--- src/rtl/execute_mdu_if.sv ---
// EX-stage bus between the pipeline and execute_mdu: forwarding inputs,
// multiply/divide request controls, forwarded operands and HI/LO status.
interface execute_mdu_if;
  logic [31:0] rd1E;
  logic [31:0] rd2E;
  logic [31:0] aluoutM;
  logic [31:0] resultW;
  logic [1:0]  forwardaE;
  logic [1:0]  forwardbE;
  logic        mdstartE;
  logic [1:0]  mdopE;
  logic        flushE;
  logic [31:0] srcaE;
  logic [31:0] srcbE;
  logic [31:0] hi;
  logic [31:0] lo;
  logic        mdbusy;
  logic        mddone;

  modport master (
    output rd1E, rd2E, aluoutM, resultW, forwardaE, forwardbE,
           mdstartE, mdopE, flushE,
    input  srcaE, srcbE, hi, lo, mdbusy, mddone
  );

  modport slave (
    input  rd1E, rd2E, aluoutM, resultW, forwardaE, forwardbE,
           mdstartE, mdopE, flushE,
    output srcaE, srcbE, hi, lo, mdbusy, mddone
  );
endinterface

--- src/rtl/execute_mdu.sv ---
// EX-stage operand forwarding plus a 32-cycle radix-2 multiply/divide unit writing HI/LO.
// Define MDU_DIVIDE_EN to compile in DIV/DIVU; without it divide requests are refused.
module execute_mdu (
  input logic          clk,
  input logic          reset,
  execute_mdu_if.slave bus
);
  typedef enum logic {IDLE = 1'b0, RUN = 1'b1} mduState;

  mduState     stateReg, stateNext;
  logic [4:0]  countReg;
  logic        signAReg, signBReg;
  logic [31:0] magBReg;
  logic [63:0] workReg, workNext;
  logic [31:0] hiReg, loReg, resHi, resLo;
  logic        doneReg;
  logic        accept, lastIter;
  logic        signedIn, signAIn, signBIn;
  logic [31:0] magAIn, magBIn;
  logic [32:0] sum33;
  logic [63:0] multNext, product;
`ifdef MDU_DIVIDE_EN
  logic        isDivReg;
  logic [31:0] dividendReg;
  logic [32:0] rem33;
  logic [31:0] diff32;
  logic        remGeq;
  logic [63:0] divNext;
  logic [31:0] quot, rem;
`endif

  always_comb begin
    case (bus.forwardaE)
      2'b01:   bus.srcaE = bus.resultW;
      2'b10:   bus.srcaE = bus.aluoutM;
      default: bus.srcaE = bus.rd1E;
    endcase
  end

  always_comb begin
    case (bus.forwardbE)
      2'b01:   bus.srcbE = bus.resultW;
      2'b10:   bus.srcbE = bus.aluoutM;
      default: bus.srcbE = bus.rd2E;
    endcase
  end

`ifdef MDU_DIVIDE_EN
  assign accept = (stateReg == IDLE) && bus.mdstartE && !bus.flushE;
`else
  assign accept = (stateReg == IDLE) && bus.mdstartE && !bus.flushE && !bus.mdopE[1];
`endif
  assign lastIter = (stateReg == RUN) && (countReg == 5'd31);

  // Both algorithms run on magnitudes; signs are reapplied when the result is loaded.
  assign signedIn = ~bus.mdopE[0];
  assign signAIn  = signedIn & bus.srcaE[31];
  assign signBIn  = signedIn & bus.srcbE[31];
  assign magAIn   = signAIn ? -bus.srcaE : bus.srcaE;
  assign magBIn   = signBIn ? -bus.srcbE : bus.srcbE;

  // Shift-add: upper half accumulates, multiplier bits retire from the bottom.
  assign sum33    = {1'b0, workReg[63:32]} + {1'b0, (workReg[0] ? magBReg : 32'd0)};
  assign multNext = {sum33, workReg[31:1]};
  assign product  = (signAReg ^ signBReg) ? -multNext : multNext;

  always_comb begin
    workNext = multNext;
    resHi    = product[63:32];
    resLo    = product[31:0];
`ifdef MDU_DIVIDE_EN
    // Restoring divide: partial remainder in the upper half, quotient bits shift in below.
    rem33   = {workReg[63:32], workReg[31]};
    remGeq  = rem33 >= {1'b0, magBReg};
    diff32  = rem33[31:0] - magBReg;
    divNext = {(remGeq ? diff32 : rem33[31:0]), workReg[30:0], remGeq};
    quot    = (signAReg ^ signBReg) ? -divNext[31:0] : divNext[31:0];
    rem     = signAReg ? -divNext[63:32] : divNext[63:32];
    if (isDivReg) begin
      workNext = divNext;
      if (magBReg == 32'd0) begin
        resHi = dividendReg;
        resLo = 32'hFFFF_FFFF;
      end else begin
        resHi = rem;
        resLo = quot;
      end
    end
`endif
  end

  always_ff @(posedge clk or posedge reset) begin
    if (reset) stateReg <= IDLE;
    else       stateReg <= stateNext;
  end

  always_comb begin
    stateNext = stateReg;
    case (stateReg)
      IDLE:    if (accept) stateNext = RUN;
      RUN:     if (countReg == 5'd31) stateNext = IDLE;
      default: stateNext = IDLE;
    endcase
  end

  always_comb begin
    bus.mdbusy = (stateReg == RUN);
    bus.mddone = doneReg;
    bus.hi     = hiReg;
    bus.lo     = loReg;
  end

  always_ff @(posedge clk or posedge reset) begin
    if (reset) begin
      countReg    <= 5'd0;
      signAReg    <= 1'b0;
      signBReg    <= 1'b0;
      magBReg     <= 32'd0;
      workReg     <= 64'd0;
      hiReg       <= 32'd0;
      loReg       <= 32'd0;
      doneReg     <= 1'b0;
`ifdef MDU_DIVIDE_EN
      isDivReg    <= 1'b0;
      dividendReg <= 32'd0;
`endif
    end else begin
      doneReg <= lastIter;
      if (accept) begin
        countReg    <= 5'd0;
        signAReg    <= signAIn;
        signBReg    <= signBIn;
        magBReg     <= magBIn;
        workReg     <= {32'd0, magAIn};
`ifdef MDU_DIVIDE_EN
        isDivReg    <= bus.mdopE[1];
        dividendReg <= bus.srcaE;
`endif
      end else if (stateReg == RUN) begin
        countReg <= countReg + 5'd1;
        workReg  <= workNext;
        if (lastIter) begin
          hiReg <= resHi;
          loReg <= resLo;
        end
      end
    end
  end
endmodule

--- src/flat_wrapper.sv ---
// flat-port wrapper written by rule: the top's interface ports become plain ports
module execute_mdu_flat 
  (clk, reset, bus_rd1E, bus_rd2E, bus_aluoutM, bus_resultW, bus_forwardaE, bus_forwardbE, bus_mdstartE, bus_mdopE, bus_flushE, bus_srcaE, bus_srcbE, bus_hi, bus_lo, bus_mdbusy, bus_mddone);
  execute_mdu_if bus_i ();
  input logic clk;
  input logic reset;
  input wire logic [$bits(bus_i.rd1E)-1:0] bus_rd1E;
  input wire logic [$bits(bus_i.rd2E)-1:0] bus_rd2E;
  input wire logic [$bits(bus_i.aluoutM)-1:0] bus_aluoutM;
  input wire logic [$bits(bus_i.resultW)-1:0] bus_resultW;
  input wire logic [$bits(bus_i.forwardaE)-1:0] bus_forwardaE;
  input wire logic [$bits(bus_i.forwardbE)-1:0] bus_forwardbE;
  input wire logic [$bits(bus_i.mdstartE)-1:0] bus_mdstartE;
  input wire logic [$bits(bus_i.mdopE)-1:0] bus_mdopE;
  input wire logic [$bits(bus_i.flushE)-1:0] bus_flushE;
  output wire logic [$bits(bus_i.srcaE)-1:0] bus_srcaE;
  output wire logic [$bits(bus_i.srcbE)-1:0] bus_srcbE;
  output wire logic [$bits(bus_i.hi)-1:0] bus_hi;
  output wire logic [$bits(bus_i.lo)-1:0] bus_lo;
  output wire logic [$bits(bus_i.mdbusy)-1:0] bus_mdbusy;
  output wire logic [$bits(bus_i.mddone)-1:0] bus_mddone;
  assign bus_i.rd1E = bus_rd1E;
  assign bus_i.rd2E = bus_rd2E;
  assign bus_i.aluoutM = bus_aluoutM;
  assign bus_i.resultW = bus_resultW;
  assign bus_i.forwardaE = bus_forwardaE;
  assign bus_i.forwardbE = bus_forwardbE;
  assign bus_i.mdstartE = bus_mdstartE;
  assign bus_i.mdopE = bus_mdopE;
  assign bus_i.flushE = bus_flushE;
  assign bus_srcaE = bus_i.srcaE;
  assign bus_srcbE = bus_i.srcbE;
  assign bus_hi = bus_i.hi;
  assign bus_lo = bus_i.lo;
  assign bus_mdbusy = bus_i.mdbusy;
  assign bus_mddone = bus_i.mddone;
  execute_mdu u_core (.clk(clk), .reset(reset), .bus(bus_i));
endmodule
--- config.mk ---
export PLATFORM = sky130hd
export DESIGN_NAME = execute_mdu_flat
export DESIGN_NICKNAME = d
export VERILOG_FILES = /design/src/rtl/execute_mdu_if.sv /design/src/rtl/execute_mdu.sv /design/src/flat_wrapper.sv
export SDC_FILE = /design/constraint.sdc
export NUM_CORES = 1
export LEC_CHECK = 0
export BUFFER_PORTS_ARGS = -buffer_cell sky130_fd_sc_hd__buf_2
export CAP_MARGIN = 20
export CORE_MARGIN = 5
export CORE_UTILIZATION = 57
export DETAILED_ROUTE_END_ITERATION = 10
export PLACE_DENSITY = 0.88
export SYNTH_ARGS = -nofsm -noshare
export SYNTH_HDL_FRONTEND = slang
export SYNTH_SLANG_ARGS = --single-unit
--- constraint.sdc ---
create_clock -name clk -period 9.2 [get_ports clk]
set_input_delay 0.46 -clock clk [delete_from_list [all_inputs] [get_ports clk]]
set_output_delay 0.46 -clock clk [all_outputs]
set_load 0.1 [all_outputs]
-- After elaboration in Yosys (flattened, before gate mapping)
Index checks and enable logic that the tools add are counted.
- muxes and demuxes: 13
- bitwise gates (word level): 6
- reduce and logical (&&, ||, !) cells: 8
- eq/ne operators: 5
- $add $sub $neg: 5
- operators with widths (cell ; number):
    $mux 64 ; 3
    $pmux 32 s2 ; 2
    $mux 32 ; 3
    $neg 32->32 ; 2
    $neg 64->64 ; 1
    $add 32x32->33 ; 1
    $mux 5 ; 2
    $add 5x1->5 const B ; 1
    $eq 5x5->1 const B ; 1
    $eq 2x1->1 const B ; 2
    $eq 2x2->1 const B ; 2
    $logic_and 1x1->1 ; 4
    $not 1->1 ; 3
    $reduce_and 3->1 ; 1
    $and 1x1->1 ; 2
    $logic_not 1->1 ; 2
    $mux 1 ; 2
    $pmux 1 s2 ; 1
    $reduce_bool 2->1 ; 1
    $xor 1x1->1 ; 1
- flip-flop bits (word level): 169
- output and inout bits: 130
- input port bits: 138
- word-level logic and storage cells: 46

-- Longest topological paths before layout
Gate-level depths: netlist of run 1.
- depth after elaboration: 6
- depth in mapped cells: 16
- gate-level depth less buffers: 13

-- Least setup slack after synthesis of run 1
Ideal clock, no wire load.
- path kind: input -> register
- start point: input bus_forwardaE[0]
- end point: register u_core.workReg[28]
- stages: 14
- data required time: 9.065 ns
- path slack: 4.118 ns
- data arrival time: 4.947 ns
- buffers on the path: 5
- cell sequence: inv_1 > ha_1 > clkbuf_1 > clkbuf_1 > clkbuf_1 > clkbuf_1 > buf_1 > o21ai_0 > nor2_1 > nand4_1 > o21ai_0 > xnor2_1 > nand2_1 > o21ai_0
- longest elaborated chain between the ends: 5
- elaborated cells between the ends (all ways): 7
- those cells by class: 1 x add/sub; 2 x eq/ne; 3 x mux; 1 x bitwise
- RTL lines (what ; RTL line ; RTL):
    from (decl) ; flat_wrapper.sv:11 ; input wire logic [$bits(bus_i.forwardaE)-1:0] bus_forwardaE;
    $eq 2x2->1 or $eq 2x1->1 (tied branches) ; execute_mdu.sv:33 ; case (bus.forwardaE)
    $pmux 32 s2 (*) ; execute_mdu.sv:33 ;
    net bus_srcaE[25] ; flat_wrapper.sv:16 ; output wire logic [$bits(bus_i.srcaE)-1:0] bus_srcaE;
    $neg 32->32 (*) ; execute_mdu.sv:59 ; assign magAIn = signAIn ? -bus.srcaE : bus.srcaE;
    $mux 32 (*) ; execute_mdu.sv:59 ;
    $mux 64 (*) ; execute_mdu.sv:129 ; if (accept) begin
    to (signal assigned) ; execute_mdu.sv:134 ; workReg <= {32'd0, magAIn};
    to (signal assigned) ; execute_mdu.sv:141 ; workReg <= workNext;
    to (decl) ; execute_mdu.sv:14 ; logic [63:0] workReg, workNext;
Mark *: on every way through the listed nets, which the timed path passes. The rest lies on a longest branch.
A chain may end at the register's enable or synchronous reset.

-- Final worst setup path of run 1
- start point: register u_core.workReg[0]
- end point: register u_core.hiReg[31], in the netlist u_core.bus.hi[31]
- longest elaborated chain between the ends: 4
- RTL lines (what ; RTL line ; RTL):
    $mux 32 (*) ; execute_mdu.sv:63 ; assign sum33 = {1'b0, workReg[63:32]} + {1'b0, (workReg[0] ? magBReg : 32'd0)};
    $add 32x32->33 (*) ; execute_mdu.sv:63 ;
    $neg 64->64 ; execute_mdu.sv:65 ; assign product = (signAReg ^ signBReg) ? -multNext : multNext;
    $mux 64 (*) ; execute_mdu.sv:65 ;
    to (signal assigned) ; execute_mdu.sv:143 ; hiReg <= resHi;
    to (decl) ; execute_mdu.sv:15 ; logic [31:0] hiReg, loReg, resHi, resLo;
Mark *: on every way between the ends. The rest lies on a longest branch, timed or not.

==> results of run 1 <==
==> power breakdown <==
group          leakage [nW]  switching (mW)  internal, mW
combinational          4.71            2.52          1.08
sequential             1.96           0.269          1.03
clock                 0.266           0.351         0.360
==> stage by stage <==
| stage | hold slack (ns) | instances |
|---|---|---|
| global route | 0.0915 | 2102 |
| finish | 0.0461 | 2103 |
| CTS | 0.0743 | 2101 |
| detailed placement | 0.464 | 2069 |
| global placement | 0.456 | 2069 |
| floorplan | 0.440 | 1607 |
==> worst paths after layout <==
kind | from | slack, ns | to
max | u_core.workReg[0]$_DFFE_PP0P_ | 4.03 | u_core.bus.hi[31]$_DFFE_PP0P_
min | reset | 0.05 | u_core.bus.lo[25]$_DFFE_PP0P_
max reg2reg | u_core.workReg[0]$_DFFE_PP0P_ | 4.03 | u_core.bus.hi[31]$_DFFE_PP0P_
min reg2reg | u_core.bus.hi[2]$_DFFE_PP0P_ | 0.47 | u_core.bus.hi[2]$_DFFE_PP0P_
max in group asynchronous | reset | 7.95 | u_core.bus.mdbusy$_DFF_PP0_
min in group clk | bus_mdopE[0] | 0.40 | u_core.magBReg[31]$_DFFE_PP0P_
==> kinds of logic (layout without fill, tap and decap cells) <==
group           after synthesis  in the layout  share of synthesized area
flops                       169            169                      0.331
mux                          28             28                     0.0219
other cells                   0              1                          0
buf+inv                     163            378                     0.0486
xor+xnor                    145            145                     0.0994
compound gates              539            539                      0.261
simple gates                521            521                      0.196
fa+ha+maj                    42             42                     0.0417
==> layout by cell type, fill, tap and decap left out, types with 10 or more instances in the layout <==
master     synthesis  routed
a21o_1            17      17
a21oi_1           79      79
a221o_1           23      23
a221oi_1          11      11
a22oi_1           40      40
a31oi_1           12      12
and2_1            44      44
and3_1            11      10
buf_2              4     267
buf_4              1      18
clkbuf_16          0      17
dfrtp_1          169     168
ha_1              41      41
inv_1             60      59
mux2i_1           28      28
nand2_1          266     265
nand3_1           18      17
nor2_1            69      69
nor2b_1           14      14
nor3_1            18      18
nor4_1            11      11
o211ai_1          10      10
o21a_1            14      14
o21ai_0          237     237
o21ai_1           13      13
o22ai_1           20      20
o31ai_1           11      11
o41ai_1           10      10
or2_2             13      13
xnor2_1           99      99
xor2_1            46      45
==> flip-flops by register name, indices dropped and copies added, names as in the netlist <==
signal / cells
u_core.bus.mddone: 1
u_core.bus.hi: 32
u_core.workReg: 64
u_core.magBReg: 32
u_core.bus.mdbusy: 1
u_core.signAReg: 1
u_core.signBReg: 1
u_core.countReg: 5
u_core.bus.lo: 32
==> worst max-delay path: cells and delay by family, from the launching register on <==
| family | cells | cell delay (ns) |
|---|---|---|
| compound gates | 5 | 1.39 |
| xor+xnor | 1 | 0.37 |
| fa+ha+maj | 2 | 0.63 |
| flops | 1 | 0.69 |
| simple gates | 5 | 2.01 |
==> area by class of cell <==
class,count,area [sq um],share of cell area
Multi-Input combinational cell,1275,7950,0.536
Inverter,60,230,0.0155
Tap cell,280,350,0.0236
Clock inverter,15,150,0.0101
Antenna cell,1,2.50,0.000169
Clock buffer,17,425,0.0287
Timing Repair Buffer,286,1500,0.101
Sequential cell,169,4230,0.285
==> metal layers <==
metal | part of all wire | vias to the layer above
met5 | 0 | -
met4 | 0.044 | 0
met3 | 0.081 | 105
met2 | 0.47 | 704
met1 | 0.41 | 6233
li1 | - | 6120
==> impl_metrics.env, run 1 <==
export IMPL_status="completed"
export IMPL_dieArea_sq_um=25500
export IMPL_power_per_cell_area_nw_per_um2=378
export IMPL_place_area_sq_um=14200
export IMPL_cts_root_buf="clkbuf_16"
export IMPL_grt_pass1_wl_um=70300
export IMPL_max_freq_mhz=193
export IMPL_min_period_over_period=0.562
export IMPL_clk_latency_ns=0.44
export IMPL_antenna_found_initial=0
export IMPL_leakage_nw=6.94
export IMPL_worstSetupPathType="reg -> reg"
export IMPL_setup_ws_ns=4.03
export IMPL_final_core_util=0.676
export IMPL_vias=13162
export IMPL_grt_busiest_layer="met2"
export IMPL_post_place_ws_ns=4.10
export IMPL_ant_nets=0
export IMPL_first_iter_violations=1434
export IMPL_num_rows=54
export IMPL_postCtsHoldBufs=0
export IMPL_setup_tns_ns=0
export IMPL_arrival_ns=5.53
export IMPL_synth_most_common_cell="nand2_1"
export IMPL_cp_cell_sequence="and2_1 > ha_1 > fa_1 > a21o_1 > a221oi_4 > o2111ai_1 > a21oi_1 > xor2_1 > nor4b_1 > nand4_1 > or4b_4 > and3_4 > o31ai_2"
export IMPL_cts_post_setup_buffers_inserted=0
export IMPL_syn_nets=1787
export IMPL_yosys_cell_types_count=75
export IMPL_fin_crit_ns=5.17
export IMPL_routedWlPerCell_um=21.6
export IMPL_synthTopCellsByArea="dfrtp_1, o21ai_0, nand2_1, xnor2_1, ha_1"
export IMPL_nFillCells=1875
export IMPL_fin_area_sq_um=14800
export IMPL_drc=0
export IMPL_via_per_inst=6.26
export IMPL_wl_um=45400
export IMPL_grt_usage=0.345
export IMPL_worstRegToRegCells=13
export IMPL_end_kind="flop"
export IMPL_area_growth_pct=16.1
export IMPL_start_kind="flop"
export IMPL_grtUsageMet3=0.0508
export IMPL_grt_remaining_overflow=0
export IMPL_die_h_um=160
export IMPL_die_x_um=160
export IMPL_start_util=0.582
export IMPL_synth_cells_most_frequent="nand2_1, o21ai_0, dfrtp_1"
export IMPL_crit_slowest_cell="dfrtp_1"
export IMPL_path_clk_slew_ns=0.08
export IMPL_clockBufferDepth=2
export IMPL_finalPower_mw=5.61
export IMPL_drive_gt1_frac=0.194
export IMPL_num_nets_final=1989
export IMPL_port_buffers=267
export IMPL_maxCapViolations=0
export IMPL_gp_congestion=1.01
export IMPL_hold_viol=0
export IMPL_synthCells=1607
export IMPL_cp_slowest_stage_delay_ns=0.69
export IMPL_ys_flop_type="dfrtp_1"
export IMPL_grt_pass1_vias=12626
export IMPL_finClkSkew_ns=0.0165
export IMPL_tightest_slew_ns=1.04
export IMPL_synth_seq_cells=169
export IMPL_cts_tree="yes"
export IMPL_ir_drop_mv=0.190
export IMPL_synth_largest_area_cell="dfrtp_1"
export IMPL_setup_violations=0
export IMPL_use_met2=0.567
export IMPL_clock_sinks=169
export IMPL_required_ns=9.56
export IMPL_async_flop_share=1.00
export IMPL_numCtsBuffers=17
export IMPL_cts_max_level=4
export IMPL_rsz0062_at_grt="no"
export IMPL_relSlewSlack=0.310
export IMPL_synth_top_area_frac=0.331
export IMPL_avgSynthCellArea_sq_um=7.95
export IMPL_grt_max_degree=130
export IMPL_drtPass1Iterations=5
export IMPL_ys_warnings_count=0
export IMPL_synth_seq_area_share=0.331
export IMPL_worstPathMaxFanout=33
export IMPL_core_area_sq_um=22000
export IMPL_met1_usage=0.456
export IMPL_final_max_slew_viol_count=0
export IMPL_post_dp_hpwl_um=35200
export IMPL_cts_resized=0
export IMPL_synth_edf_count=0
export IMPL_ios=268
export IMPL_synth_area_sq_um=12800
export IMPL_hold_class="in -> async"
Power figures use the tool's default switching activity.
==> run 2: changes to the inputs <==
--- a/config.mk
+++ b/config.mk
@@ -8,9 +8,9 @@
 export BUFFER_PORTS_ARGS = -buffer_cell sky130_fd_sc_hd__buf_2
 export CAP_MARGIN = 20
 export CORE_MARGIN = 5
-export CORE_UTILIZATION = 57
+export CORE_UTILIZATION = 56
 export DETAILED_ROUTE_END_ITERATION = 10
-export PLACE_DENSITY = 0.88
+export PLACE_DENSITY = 0.86
 export SYNTH_ARGS = -nofsm -noshare
 export SYNTH_HDL_FRONTEND = slang
 export SYNTH_SLANG_ARGS = --single-unit
==> constraint.sdc (replaced) <==
create_clock -name clk -period 5.3 [get_ports clk]
set_input_delay 0.265 -clock clk [delete_from_list [all_inputs] [get_ports clk]]
set_output_delay 0.265 -clock clk [all_outputs]
set_load 0.1 [all_outputs]
==> run 2 against run 1 <==
Compared with the run above: routed wire length shrank 1.2%; power grew 74%; highest routed layer unchanged; maximum frequency grew 7.4%; sequential power grew 72%; global-route usage shrank 0.53 points.
==> impl_metrics.env, run 2 (synthesis gave the netlist of run 1 again) <==
export IMPL_mostFrequentLayoutCell="buf_2"
export IMPL_cts_post_setup_buffers_inserted=0
export IMPL_hold_class="in -> reg"
export IMPL_maxCapViolations=0
export IMPL_route_met3_wl_um=3610
export IMPL_area_growth_pct=17.2
export IMPL_clk_latency_ns=0.44
export IMPL_worstPathMaxFanout=25
export IMPL_power_per_cell_area_nw_per_um2=652
export IMPL_post_dp_hpwl_um=35400
export IMPL_hold_viol=0
export IMPL_via_per_inst=6.18
export IMPL_cts_resized=0
export IMPL_antenna_found_initial=1
export IMPL_largest_reg_flops=64
export IMPL_drive_gt1_frac=0.202
export IMPL_clock_sinks=169
export IMPL_routedWlPerCell_um=21.1
export IMPL_registers_top_by_ff_count="u_core.workReg"
export IMPL_worstSetupPathType="reg -> reg"
export IMPL_gp_congestion=0.958
export IMPL_status="completed"
export IMPL_core_area_sq_um=22600
export IMPL_port_buffers=267
export IMPL_leakage_nw=7.04
export IMPL_start_kind="flop"
export IMPL_clockBufferDepth=2
export IMPL_max_freq_mhz=208
export IMPL_min_period_over_period=0.909
export IMPL_setup_violations=0
export IMPL_cts_max_level=4
export IMPL_setup_tns_ns=0
export IMPL_tightest_slew_ns=1.05
export IMPL_start_util=0.566
export IMPL_numCtsBuffers=17
export IMPL_grt_pass1_vias=12686
export IMPL_fin_area_sq_um=15000
export IMPL_grt_max_degree=130
export IMPL_path_clk_slew_ns=0.07
export IMPL_relSlewSlack=0.297
export IMPL_finClkSkew_ns=0.0131
export IMPL_dieArea_sq_um=25900
export IMPL_ir_drop_mv=0.296
export IMPL_grt_usage=0.340
export IMPL_wl_um=44900
export IMPL_grt_remaining_overflow=0
export IMPL_rsz0062_at_grt="no"
export IMPL_dr_wl_met2_um=20900
export IMPL_fin_crit_ns=4.82
export IMPL_required_ns=5.66
export IMPL_num_nets_final=2007
export IMPL_arrival_ns=5.17
export IMPL_die_x_um=161
export IMPL_ios=268
export IMPL_seqCellArea_sq_um=4230
export IMPL_first_iter_violations=1309
export IMPL_die_h_um=161
export IMPL_nFillCells=1909
export IMPL_drtPass1Iterations=8
export IMPL_end_kind="flop"
export IMPL_final_max_slew_viol_count=0
export IMPL_finalPower_mw=9.77
export IMPL_vias=13138
export IMPL_top_layer="met4"
export IMPL_cts_tree="yes"
export IMPL_ant_nets=0
export IMPL_drc=0
export IMPL_grt_pass1_wl_um=69900
export IMPL_cts_root_buf="clkbuf_16"
export IMPL_insertedDiodeCount=0
export IMPL_final_cell_mix="buf_2, nand2_1, o21ai_0"
export IMPL_place_area_sq_um=14400
export IMPL_wl_met1_um=18300
export IMPL_multi_input_area_sq_um=7950
export IMPL_num_rows=55
[run 2: path summary, 6_finish.rpt]
| check | from | endpoint | slack, ns | cells past startpoint |
|---|---|---|---|---|
| worst max-delay path | u_core.workReg[0]$_DFFE_PP0P_ | u_core.bus.hi[31]$_DFFE_PP0P_ | 0.48 | 13 |
| worst min-delay path | bus_mdopE[0] | u_core.magBReg[31]$_DFFE_PP0P_ | 0.21 | 3 |
| worst max register to register | u_core.workReg[0]$_DFFE_PP0P_ | u_core.bus.hi[31]$_DFFE_PP0P_ | 0.48 | 13 |
| worst min register to register | u_core.bus.hi[20]$_DFFE_PP0P_ | u_core.bus.hi[20]$_DFFE_PP0P_ | 0.47 | 2 |
| max in group asynchronous | reset | u_core.workReg[39]$_DFFE_PP0P_ | 3.62 | 4 |
| min in group asynchronous | reset | u_core.countReg[3]$_DFFE_PP0P_ | 0.47 | 3 |
[run 2: stage by stage]
step,util,hold WS [ns],setup slack (ns),cells
after floorplan,-,0.440,0.413,1607
after global placement,0.636,0.426,0.574,2091
after detailed placement,0.636,0.429,0.540,2091
after CTS,0.662,0.199,0.523,2124
after global routing,0.664,0.256,0.197,2125
final,0.664,0.215,0.484,2125
[run 2: cell type report]
type | instances | area share
clock buffers | 17 | 0.0284
clock inverters | 15 | 0.0100
inverters | 60 | 0.0154
multi-input cells | 1275 | 0.531
flip-flops and latches | 169 | 0.282
well taps | 285 | 0.0238
repair buffers | 304 | 0.109
[run 2: worst max-delay path, cell delays in order, from the launching register on]
cell and delay [ns]:
dfrtp_1 0.59, and2_1 0.27, ha_1 0.20, fa_1 0.40, a21o_1 0.23, a221oi_4 0.36, o311ai_1 0.29, a21oi_2 0.25
xor2_1 0.36, and4_1 0.33, or4b_1 0.52, or4b_4 0.57, and3_4 0.19, o31ai_2 0.17
[run 2: power by group]
group / total (mW) / internal [mW] / leakage, nW / switching, mW
Sequential: 2.23 / 1.79 / 1.96 / 0.443
Combinational: 6.32 / 1.96 / 4.80 / 4.35
Clock: 1.22 / 0.626 / 0.278 / 0.594
[run 2: repair_timing]
item / in CTS / in global routing
endpoints found under the setup margin: 0 / 0
endpoints found under the hold margin: 76 / 0
hold buffers: 1 / 0
[run 2: routing by layer]
| metal | track usage | vias up |
|---|---|---|
| li1 | - | 6173 |
| met1 | 0.445 | 6238 |
| met2 | 0.550 | 633 |
| met3 | 0.0566 | 94 |
| met4 | 0.164 | 0 |
| met5 | 0 | - |
